File: src/rtl/timer_device.sv
// Memory-mapped countdown timer with CTRL/PRESET/COUNT registers and a maskable interrupt request.
// Ports: clk, reset (async, active-low), Addr/WE/ByteEn/DataIn store port, DataOut combinational read, IRQ out.
// Store latency: registers update on the edge that samples WE; DataOut is combinational, so reads have zero latency.
// Build option: define TIMER_STATE_READBACK_EN to expose FSM state in CTRL[6:4].
module timer_device #(
   parameter int               CNT_W        = 32,
   parameter logic [CNT_W-1:0] PRESET_RESET = '0
) (
   input  logic        clk,
   input  logic        reset,
   input  logic [1:0]  Addr,
   input  logic        WE,
   input  logic [3:0]  ByteEn,
   input  logic [31:0] DataIn,
   output logic [31:0] DataOut,
   output logic        IRQ
);

   typedef enum logic [1:0] {
      IDLE = 2'd0,
      LOAD = 2'd1,
      CNT  = 2'd2,
      INT  = 2'd3
   } state_t;

   state_t           state;
   state_t           nextState;

   logic             ctrlEn;
   logic [1:0]       ctrlMode;
   logic             ctrlIm;
   logic [CNT_W-1:0] preset;
   logic [CNT_W-1:0] count;
   logic [CNT_W-1:0] countNext;
   logic             hwClrEn;

   logic             ctrlWr;
   logic             presetWr;
   logic [31:0]      presetExt;
   logic [31:0]      countExt;
   logic [31:0]      presetMerged;

   // A CTRL store with no byte enabled is not a write at all; any enabled
   // lane counts as a CTRL write (and releases a one-shot INT), even if it
   // does not touch byte 0 where the control bits live.
   assign ctrlWr   = WE && (Addr == 2'd0) && (|ByteEn);
   assign presetWr = WE && (Addr == 2'd1) && (|ByteEn);

   assign presetExt = 32'(preset);
   assign countExt  = 32'(count);

   always_comb begin
      presetMerged = presetExt;
      for (int i = 0; i < 4; i++) begin
         if (ByteEn[i]) begin
            presetMerged[8*i +: 8] = DataIn[8*i +: 8];
         end
      end
   end

   // FSM state register
   always_ff @(posedge clk or negedge reset) begin
      if (!reset) begin
         state <= IDLE;
      end else begin
         state <= nextState;
      end
   end

   // FSM next-state and counter datapath
   always_comb begin
      nextState = state;
      countNext = count;
      hwClrEn   = 1'b0;
      case (state)
         IDLE: begin
            if (ctrlEn) begin
               nextState = LOAD;
            end
         end
         LOAD: begin
            if (!ctrlEn) begin
               nextState = IDLE;
            end else begin
               countNext = preset;
               nextState = CNT;
            end
         end
         CNT: begin
            if (!ctrlEn) begin
               nextState = IDLE;
            end else if (count <= CNT_W'(1)) begin
               countNext = '0;
               nextState = INT;
               // One-shot (and the undefined 1x modes) disarm on expiry.
               if (ctrlMode != 2'b01) begin
                  hwClrEn = 1'b1;
               end
            end else begin
               countNext = count - CNT_W'(1);
            end
         end
         INT: begin
            // A CTRL write always returns to IDLE, even when it coincides
            // with the auto-reload transition.
            if (ctrlWr) begin
               nextState = IDLE;
            end else if (ctrlMode == 2'b01) begin
               nextState = LOAD;
            end
         end
         default: nextState = IDLE;
      endcase
   end

   // Register file; CPU writes take priority over the hardware Enable clear.
   always_ff @(posedge clk or negedge reset) begin
      if (!reset) begin
         ctrlEn   <= 1'b0;
         ctrlMode <= 2'b00;
         ctrlIm   <= 1'b0;
         preset   <= PRESET_RESET;
         count    <= '0;
      end else begin
         count <= countNext;
         if (ctrlWr && ByteEn[0]) begin
            ctrlEn   <= DataIn[0];
            ctrlMode <= DataIn[2:1];
            ctrlIm   <= DataIn[3];
         end else if (hwClrEn) begin
            ctrlEn <= 1'b0;
         end
         if (presetWr) begin
            preset <= presetMerged[CNT_W-1:0];
         end
      end
   end

   // Decoded from registered state only, so it cannot glitch.
   assign IRQ = (state == INT) && ctrlIm;

   always_comb begin
      DataOut = '0;
      case (Addr)
         2'd0: begin
            DataOut[3:0] = {ctrlIm, ctrlMode, ctrlEn};
`ifdef TIMER_STATE_READBACK_EN
            DataOut[5:4] = state;
            DataOut[6]   = (state == INT);
`else
            DataOut[6:4] = 3'b000;
`endif
         end
         2'd1:    DataOut = presetExt;
         2'd2:    DataOut = countExt;
         default: DataOut = '0;
      endcase
   end

endmodule

File: config.mk
export PLATFORM = sky130hd
export DESIGN_NAME = timer_device
export DESIGN_NICKNAME = d
export VERILOG_FILES = /design/src/rtl/timer_device.sv
export SDC_FILE = /design/constraint.sdc
export NUM_CORES = 1
export LEC_CHECK = 0
export BUFFER_PORTS_ARGS = -buffer_cell sky130_fd_sc_hd__buf_2
export CAP_MARGIN = 20
export CELL_PAD_IN_SITES_DETAIL_PLACEMENT = 1
export CELL_PAD_IN_SITES_GLOBAL_PLACEMENT = 1
export CORE_AREA = 2 2 124 126
export CTS_BUF_LIST = sky130_fd_sc_hd__clkbuf_8
export CTS_CLUSTER_DIAMETER = 60
export DETAILED_ROUTE_END_ITERATION = 8
export DIE_AREA = 0 0 126 128
export PLACE_DENSITY_LB_ADDON = 0.12
export SYNTH_ARGS = -nofsm -noshare
export SYNTH_HDL_FRONTEND = slang
export SYNTH_SLANG_ARGS = --single-unit
File: constraint.sdc
create_clock -name clk -period 2.6 [get_ports clk]
set_input_delay 0.52 -clock clk [delete_from_list [all_inputs] [get_ports clk]]
set_output_delay 0.52 -clock clk [all_outputs]
set_load 0.02 [all_outputs]
# [Word level (Yosys, flattened, before mapping)]
# Cells that the tools add are included.
[totals] register_bits=70 out_inout_bits=33 word_cells=59
[classes] n_addsub=1 n_lt_le_gt_ge=1 eq_ne=12 mux=19 reduce_logical=17
[ops] op="two-way mux 32 bit" count=3
[ops] op="one-hot mux 32 bit (2 select lines)" count=1
[ops] op="one-hot mux 25 bit (2 select lines)" count=1
[ops] op="<= comparator 32 x 1 -> 1 bit, second input constant" count=1
[ops] op="subtractor 32 x 1 -> 32 bit, second input constant" count=1
[ops] op="one-hot mux 7 bit (3 select lines)" count=1
[ops] op="two-way mux 2 bit" count=6
[ops] op="one-hot mux 2 bit (4 select lines)" count=1
[ops] op="AND reduction 2 bit" count=4
[ops] op="equality test 2 x 1 -> 1 bit, second input constant" count=3
[ops] op="equality test 2 bit, second input constant" count=3
[ops] op="logical AND 1 bit" count=6
[ops] op="two-way mux 1 bit" count=6
[ops] op="!= test 2 bit, second input constant" count=3
[ops] op="!= test 3 bit, second input constant" count=2
[ops] op="AND reduction 3 bit" count=2
[ops] op="logical NOT 2 bit" count=2
[ops] op="nonzero test 2 bit" count=2
[ops] op="OR reduction 4 bit" count=1
[ops] op="!= test 2 x 1 -> 1 bit, second input constant" count=1

# [Depth between registers and ports, before layout]
# Gate-level depths: netlist of the first run.
[logic_depth] ltp_word=7 depth_mapped=9

# [Worst setup path after synthesis of the first run]
# No wires, ideal clock.
[synth_timing] path_type="register -> register" start="register count[4]" end="register count[15]" setup_time_ns=0.144 t_arrival_ns=2.487 t_required_ns=2.456 path_slack_ns=-0.031 path_stages_with_launch=9 n_path_buf=3 synth_period_minus_slack_ns=2.631 cell_sequence="dfrtp_1 buf_6 or4_4 or4_4 or4_4 buf_6 buf_6 a22oi_1 o221ai_1"
[synth_via] elab_chain_cells=4 elab_cells_between_ends=5 classes_between="add/sub: 1; order compare: 1; mux: 3"
[synth_lines] element="start, declared" line="33" source="logic [CNT_W-1:0] count;"
[synth_lines] element="start signal, assigned" line="125" source="count <= countNext;"
[synth_lines] element="subtractor 32 x 1 -> 32 bit / <= comparator 32 x 1 -> 1 bit (equally long branches)" line="100, 92"
[synth_lines] element="two-way mux 32 bit (*)" line="92" source="end else if (count <= CNT_W'(1)) begin"
[synth_lines] element="two-way mux 32 bit (*)" line="90" source="if (!ctrlEn) begin"
[synth_lines] element="one-hot mux 32 bit (2 select lines) (*)" line="75" source="case (state)"
# Every way passes the cells marked *; elsewhere a longest branch is shown, timed or not. The select of a mux whose other input is x is not followed.
# A chain may end at the register's enable or synchronous reset.

# [Worst setup path in the final report of the first run]
[layout_timing] start="register count[5]" end="register ctrlEn"
[layout_via] elab_chain_cells=5
[layout_lines] element="<= comparator 32 x 1 -> 1 bit" line="92"
[layout_lines] element="two-way mux 1 bit" line="92"
[layout_lines] element="two-way mux 1 bit" line="90"
[layout_lines] element="two-way mux 1 bit" line="75"
[layout_lines] element="nonzero test 2 bit (no line)"
[layout_lines] element="end signal, assigned" line="127" source="ctrlEn <= DataIn[0];"
[layout_lines] element="end, declared" line="29" source="logic ctrlEn;"
# Every way passes these cells.

==> summary.md, run 1 <==
| Metric | Value |
|---|---|
| Run status | finished clean |
| Top cell family by delay on the critical path | simple AND/OR/NAND/NOR gates |
| Post-DR vias/cell | approximately 5.4 |
| Post-Syn Instances | 459 |
| Nets | 620 |
| Diodes inserted | 0 |
| Register area | about 0.0018 mm2 |
| DRC | 0 |
| Die span in y | about 130 um |
| Final setup margin | slightly above 0.01 ns |
| Routed WL per cell | between 15 and 20 um |
| Initial antenna violation count | 0 |
| Syn_nets | 506 |
| Synth top area cells | dfrtp_1 (41%), mux2_2 (8.9%), a22oi_1 (6.1%), nor2b_1 (3.9%), nand2_1 (3.1%) |
| Worst-path fanout max | 7 |
| Register area share after synthesis | 0.405 |
| Vias in the first global route | about 4500 |
| Critical path buffer and inverter count | 1 |
| Routed WL | approximately 15000 um |
| Most common cell in the synthesized netlist | dfrtp_1 |
| Antenna-violating nets left | 0 |
| Slowest Stage Delay on Critical Path | 0.55 ns |
| Reg2reg start | count[5] |
| Ports | 74 |
| First-pass GRT wire length | 24700 um |
| Yosys warnings | 0 |
| Clock Sinks | 70 |
| Max Freq | about 0.39 GHz |
| Slew HR | 0.541 |
| MaxCap Viol Count | 0 |
| Power density cells | a little over 900 mW/mm2 |
| Setup TNS | 0 ns |
| Htree depth | 3 |
| Total design power | about 5 mW |
| Final GP Congestion | approximately 0.8 |
| Fin cells | about 770 |
| Root Driver | clkbuf_8 |
| Cts bufs inserted | 9 |
| Layout cell share with drive strength beyond 1 | 0.353 |
| Pins Over Slew Limit | 0 |
| Top-area cell type share of the netlist area | 0.405 |
| Post-synth top cells | dfrtp_1 (70), nand2_1 (36), a22oi_1 (35) |
| Max VDD drop | between 0.0003 and 0.0004 V |
| Post-Syn Area per Cell | around 9.4 um2 |
| Most used DFF post-synth | dfrtp_1 |
| Port Buffer Count | 73 |
| Post-synth EDFFs | 0 |
| Largest net degree at the start of global routing | around 70 |
| Clk_lat worst skew | 0.37 ns |
| Placed cell count | 750 |
| Initial core utilization | 0.291 |
| Clock buffer depth | 2 |
| Die area | ~0.016 mm2 |
| Row Count | 45 |
| TritonCTS clock tree | built |
| Multi-input gate area | approximately 0.0024 mm2 |
| RSZ-0062 raised after global routing | yes |
| Crit-path cells | or4_4 -> or4_4 -> or4_4 -> buf_12 -> o311ai_4 -> o21ai_1 |
| Clk_skew | between 0.01 and 0.015 ns |
| Detail Placement HPWL | roughly 11000 um |
| Yosys top cell by area | dfrtp_1 |
| Min Tclk post-route | 2.59 ns |
| Arrival @ worst endpoint | 2.84 ns |
| Crit path top cell by count | or4_4 |
| Area delta synth->final | 30.0% |
| First-pass detailed-route iteration total | 5 |
| Crit path max-delay cell type | or4_4 |
| Worst Setup Path Type | flip-flop to flip-flop |
| Die Width | 126 um |
| DR iter-0 viols | between 150 and 200 |
| Req. time, crit path | 2.85 ns |
| CP Capture Type | flip-flop |
| Overflow after GRT | 0 |
| Final period util | 0.996 |
| Placement Setup Slack | a little under 0.01 ns |
| CTS Hold Buffers Added | 0 |
| Final Hold Fails | 0 |
| R2r worst-path depth | 6 |
| Via count | 4146 |
| Ys async rst share | 1.00 |
| R2r setup slk | 0.01 ns |
| Leakage power | between 2 and 2.5 nW |
| Yosys cell types | 52 |
| Reg-to-reg endpoint | ctrlEn |
| Core area | approximately 0.015 mm2 |
| Clock Pin Slew Worst Setup and Hold Paths | around 0.08 ns |
| FILL cells | between 1500 and 2000 |
| Mapped Area | approximately 0.0043 mm2 |
| Crit path launch type | flip-flop |
| Synth Register Bits | 70 |
| Worst Tran Pin Value | ~0.69 ns |
| Overall Global Routing Usage | 0.193 |
| Final setup viols | 0 |
| Min-Delay Path Class | input pin to asynchronous set/reset pin |
sequential cells by signal, indices dropped and copies added, names as in the netlist:
register,flops
ctrlEn,1
state,2
preset,32
ctrlMode,2
ctrlIm,1
count,32
area by class of cell:
type                       count  area share
sequential                    70       0.312
tap                          188      0.0418
clock buffer                  11      0.0269
multi-input combinational    343       0.429
timing repair buffer         138       0.173
clock inverter                 5      0.0102
inverter                      11     0.00734
through the flow:
step / area [um2] / utilization / hold slack (ns)
6_report: 5620 / 0.378 / 0.184
5_1_grt: 5620 / 0.378 / 0.201
4_1_cts: 5580 / 0.375 / 0.179
3_5_place_dp: 5370 / 0.361 / 0.519
3_3_place_gp: 5370 / 0.361 / 0.516
2_1_floorplan: 4320 / - / 0.224
report_power, final:
part	switching (mW)	internal, mW	total, mW
Sequential	0.320	1.45	1.78
Clock	0.468	0.494	0.961
Combinational	1.31	1.08	2.39
Total	2.09	3.03	5.13
per-layer routing:
metal  GRT usage  up-vias  routed length, um
met4      0.0679        0                243
li1            -     1980                  -
met1       0.272     2069               7090
met3      0.0334       13                566
met2       0.301       84               6930
met5           0        -                  0
cell families (layout without fill, tap and decap cells):
logic type	after synthesis	after routing	synth area share
adders and majority gates	6	6	0.0174
and+or+nand+nor	173	173	0.216
xor gates and xnor gates	1	1	0.00203
buffers and inverters	46	165	0.0466
DFF	70	70	0.405
muxes	36	36	0.0932
AOI/OAI and AO/OA	127	127	0.219
how the worst max path moves through the flow:
stage | start | cells past startpoint | slack [ns] | to
after floorplan | count[5] | 7 | 0.001 | count[15]
after global placement | count[5] | 6 | 0.07 | ctrlEn
after detailed placement | count[5] | 7 | 0.01 | count[6]
after CTS | count[5] | 6 | 0.005 | ctrlEn
after global routing | count[5] | 6 | -0.06 | ctrlEn
final | count[5] | 6 | 0.01 | ctrlEn
cells in the final DEF (no fill, tap or decap), types with 5 or more instances in the layout:
cell type  count
a22o_1         7
buf_4         54
o41ai_1        6
buf_2         73
a22oi_1       34
nor3_1        14
or3_1         10
nor4_1        14
nand2_1       36
o221ai_1       7
o31ai_1       17
nor2_1        25
dfrtp_1       70
clkbuf_8      11
a21oi_1        9
or4_1          5
ha_1           6
nor2b_1       27
buf_12         9
inv_1         11
mux2_2        34
and3_1         6
o21ai_0       13
nand3_1       15
timing repair:
action / in CTS / in global routing
cloned: 0 / 0
resized for setup: 1 / 7
setup endpoints to repair: 1 / 9
setup buffers: 0 / 0
Power figures use the tool's default switching activity.
==> run 2, diff against run 1 <==
- PLACE_DENSITY: default -> 0.66
- PLACE_DENSITY_LB_ADDON: 0.12 -> default
==> summary.md, run 2 (synthesis gave the netlist of run 1 again) <==
| Metric | Value |
|---|---|
| First-pass GRT wire length | 23700 um (was 24700 um) |
| Antenna-violating nets left | 0 (unchanged) |
| Final Hold Fails | 0 (unchanged) |
| Arrival @ worst endpoint | 2.83 ns (was 2.84 ns) |
| Clock buffer depth | 2 (unchanged) |
| Core area | 0.0149 mm2 (unchanged) |
| Crit path max-delay cell type | or4_4 (unchanged) |
| RSZ-0062 raised after global routing | yes (unchanged) |
| Min Tclk post-route | 2.57 ns (was 2.59 ns) |
| Row Count | 45 (unchanged) |
| Overflow after GRT | 0 (unchanged) |
| Vias in the first global route | 4415 (was 4512) |
| Area delta synth->final | 27.4% (was 30.0%) |
| Final GP Congestion | 0.832 (was 0.793) |
| Most common cell after layout, fill and taps aside | buf_2 (unchanged) |
| Slowest Stage Delay on Critical Path | 0.55 ns (about the same) |
| CP Capture Type | flip-flop (unchanged) |
| Pins Over Slew Limit | 0 (unchanged) |
| Cts bufs inserted | 9 (unchanged) |
| Crit path launch type | flip-flop (unchanged) |
| Routed WL per cell | 19.4 um (about the same) |
| Placed inst area | 0.00519 mm2 (was 0.00537 mm2) |
| Hold slack final | 0.156 ns (was 0.184 ns) |
| Via count | 4218 (was 4146) |
| Die area | 0.0161 mm2 (unchanged) |
| Run status | finished clean (unchanged) |
| Crit path top cell by count | or4_4 (unchanged) |
| Worst Setup Path Type | flip-flop to flip-flop (unchanged) |
| FILL cells | 1773 (was 1757) |
| Initial core utilization | 0.291 (unchanged) |
| Largest registers | count: 32 flops, preset: 32 flops (unchanged) |
| DRC | 0 (unchanged) |
| MaxCap Viol Count | 0 (unchanged) |
| Req. time, crit path | 2.85 ns (about the same) |
| Fin area | 0.00551 mm2 (was 0.00562 mm2) |
| Leakage power | 2.37 nW (was 2.42 nW) |
| TritonCTS clock tree | built (unchanged) |
| Max VDD drop | 0.000306 V (was 0.000370 V) |
| Clk_skew | 0.00846 ns (was 0.0108 ns) |
| Crit-path cells | or4_4 -> or4_4 -> or4_4 -> o311ai_2 -> o21ai_1 (was or4_4 -> or4_4 -> or4_4 -> buf_12 -> o311ai_4 -> o21ai_1) |
| Worst Tran Pin Value | 0.569 ns (was 0.687 ns) |
| Die span in y | 128 um (unchanged) |
| Largest net degree at the start of global routing | 71 (unchanged) |
| Detail Placement HPWL | 10200 um (was 10700 um) |
| Nets | 610 (was 620) |
| Final setup viols | 0 (unchanged) |
| Worst-path fanout max | 8 (was 7) |
| Port Buffer Count | 73 (unchanged) |
| Layout cell share with drive strength beyond 1 | 0.336 (was 0.353) |
| Routed WL | 14700 um (was 14800 um) |
| Min-Delay Path Class | input pin to asynchronous set/reset pin (unchanged) |
| Overall Global Routing Usage | 0.184 (was 0.193) |
| Clock Sinks | 70 (unchanged) |
| Slew HR | 0.620 (was 0.541) |
| Power density cells | 946 mW/mm2 (was 912 mW/mm2) |
| Commonest cells after routing, fill and taps aside | buf_2 (73), dfrtp_1 (70), buf_4 (46), nand2_1 (36), a22oi_1 (35) (was buf_2 (73), dfrtp_1 (70), buf_4 (54), nand2_1 (36)) |
| First-pass detailed-route iteration total | 4 (was 5) |
| Ports | 74 (unchanged) |
| Final period util | 0.990 (was 0.996) |
| Initial antenna violation count | 0 (unchanged) |
| DR iter-0 viols | 277 (was 187) |
| R2r worst-path depth | 5 (was 6) |
| Htree depth | 3 (unchanged) |
| Max Freq | 0.389 GHz (was 0.386 GHz) |
| Post-DR vias/cell | 5.58 (was 5.41) |
| Diodes inserted | 0 (unchanged) |
| Clock Pin Slew Worst Setup and Hold Paths | 0.08 ns (about the same) |
| Root Driver | clkbuf_8 (unchanged) |
| Clk_lat worst skew | 0.38 ns (was 0.37 ns) |
| Die Width | 126 um (unchanged) |
==> run 2: cell count changes in the layout (fill, tap and decap cells not counted), sizes merged <==
cell | before | now
clkbuf | 11 | 9
inv | 11 | 12
buf | 138 | 127
clkinvlp | 3 | 2
bufinv | 1 | 3
or4 | 9 | 10
==> run 2: final cells by class <==
| class | count | area (um2) | area share |
|---|---|---|---|
| Tap cell | 188 | 235 | 0.0427 |
| Multi-Input combinational cell | 344 | 2410 | 0.437 |
| Clock buffer | 9 | 124 | 0.0225 |
| Clock inverter | 7 | 114 | 0.0207 |
| Sequential cell | 70 | 1750 | 0.318 |
| Timing Repair Buffer | 127 | 836 | 0.152 |
| Inverter | 11 | 41.3 | 0.00749 |
==> run 2: layer usage <==
| layer | up-vias | share of wire | track usage |
|---|---|---|---|
| li1 | 1973 | - | - |
| met1 | 2129 | 0.47 | 0.254 |
| met2 | 102 | 0.47 | 0.293 |
| met3 | 14 | 0.045 | 0.0330 |
| met4 | 0 | 0.014 | 0.0633 |
| met5 | - | 0 | 0 |
==> run 2: timing repair <==
action / CTS / global route
pin swaps: 0 / 0
resized for setup: 1 / 8
hold buffers: 0 / 0
setup endpoints to repair: 1 / 17
setup buffers: 0 / 4
gates cloned: 0 / 1
==> run 2: worst max-delay path, delay by kind of cell, from the launching register on <==
| family | cells | cell delay [ns] |
|---|---|---|
| compound gates | 2 | 0.44 |
| flops | 1 | 0.38 |
| simple gates | 3 | 1.63 |
==> run 2: metrics by stage <==
| step | power (mW) | instances | TNS [ns] | util | worst slack, ns |
|---|---|---|---|---|---|
| after floorplan | 3.08 | 459 | 0 | - | 0.00147 |
| after global placement | 3.97 | 735 | 0 | 0.349 | 0.0704 |
| after detailed placement | 4.07 | 735 | 0 | 0.349 | 0.0224 |
| after CTS | 5.19 | 751 | 0 | 0.366 | 0.0105 |
| after global routing | 5.57 | 756 | -0.106 | 0.371 | -0.0494 |
| final | 5.21 | 756 | 0 | 0.371 | 0.0271 |
==> run 2: path summary, 6_finish.rpt <==
path | start | endpoint | slack (ns)
worst max-delay path | count[5] | ctrlEn | 0.03
worst min-delay path | reset | preset[12] | 0.16
worst max register to register | count[5] | ctrlEn | 0.03
worst min register to register | preset[4] | preset[4] | 0.54
max in group asynchronous | reset | preset[27] | 2.11
min in group clk | DataIn[12] | preset[12] | 0.36
==> run 2: report_power, final <==
part / switching [mW] / internal [mW] / total, mW / leakage [nW]
clock network: 0.463 / 0.632 / 1.09 / 0.117
logic: 1.28 / 1.02 / 2.30 / 1.39
registers: 0.359 / 1.45 / 1.81 / 0.858
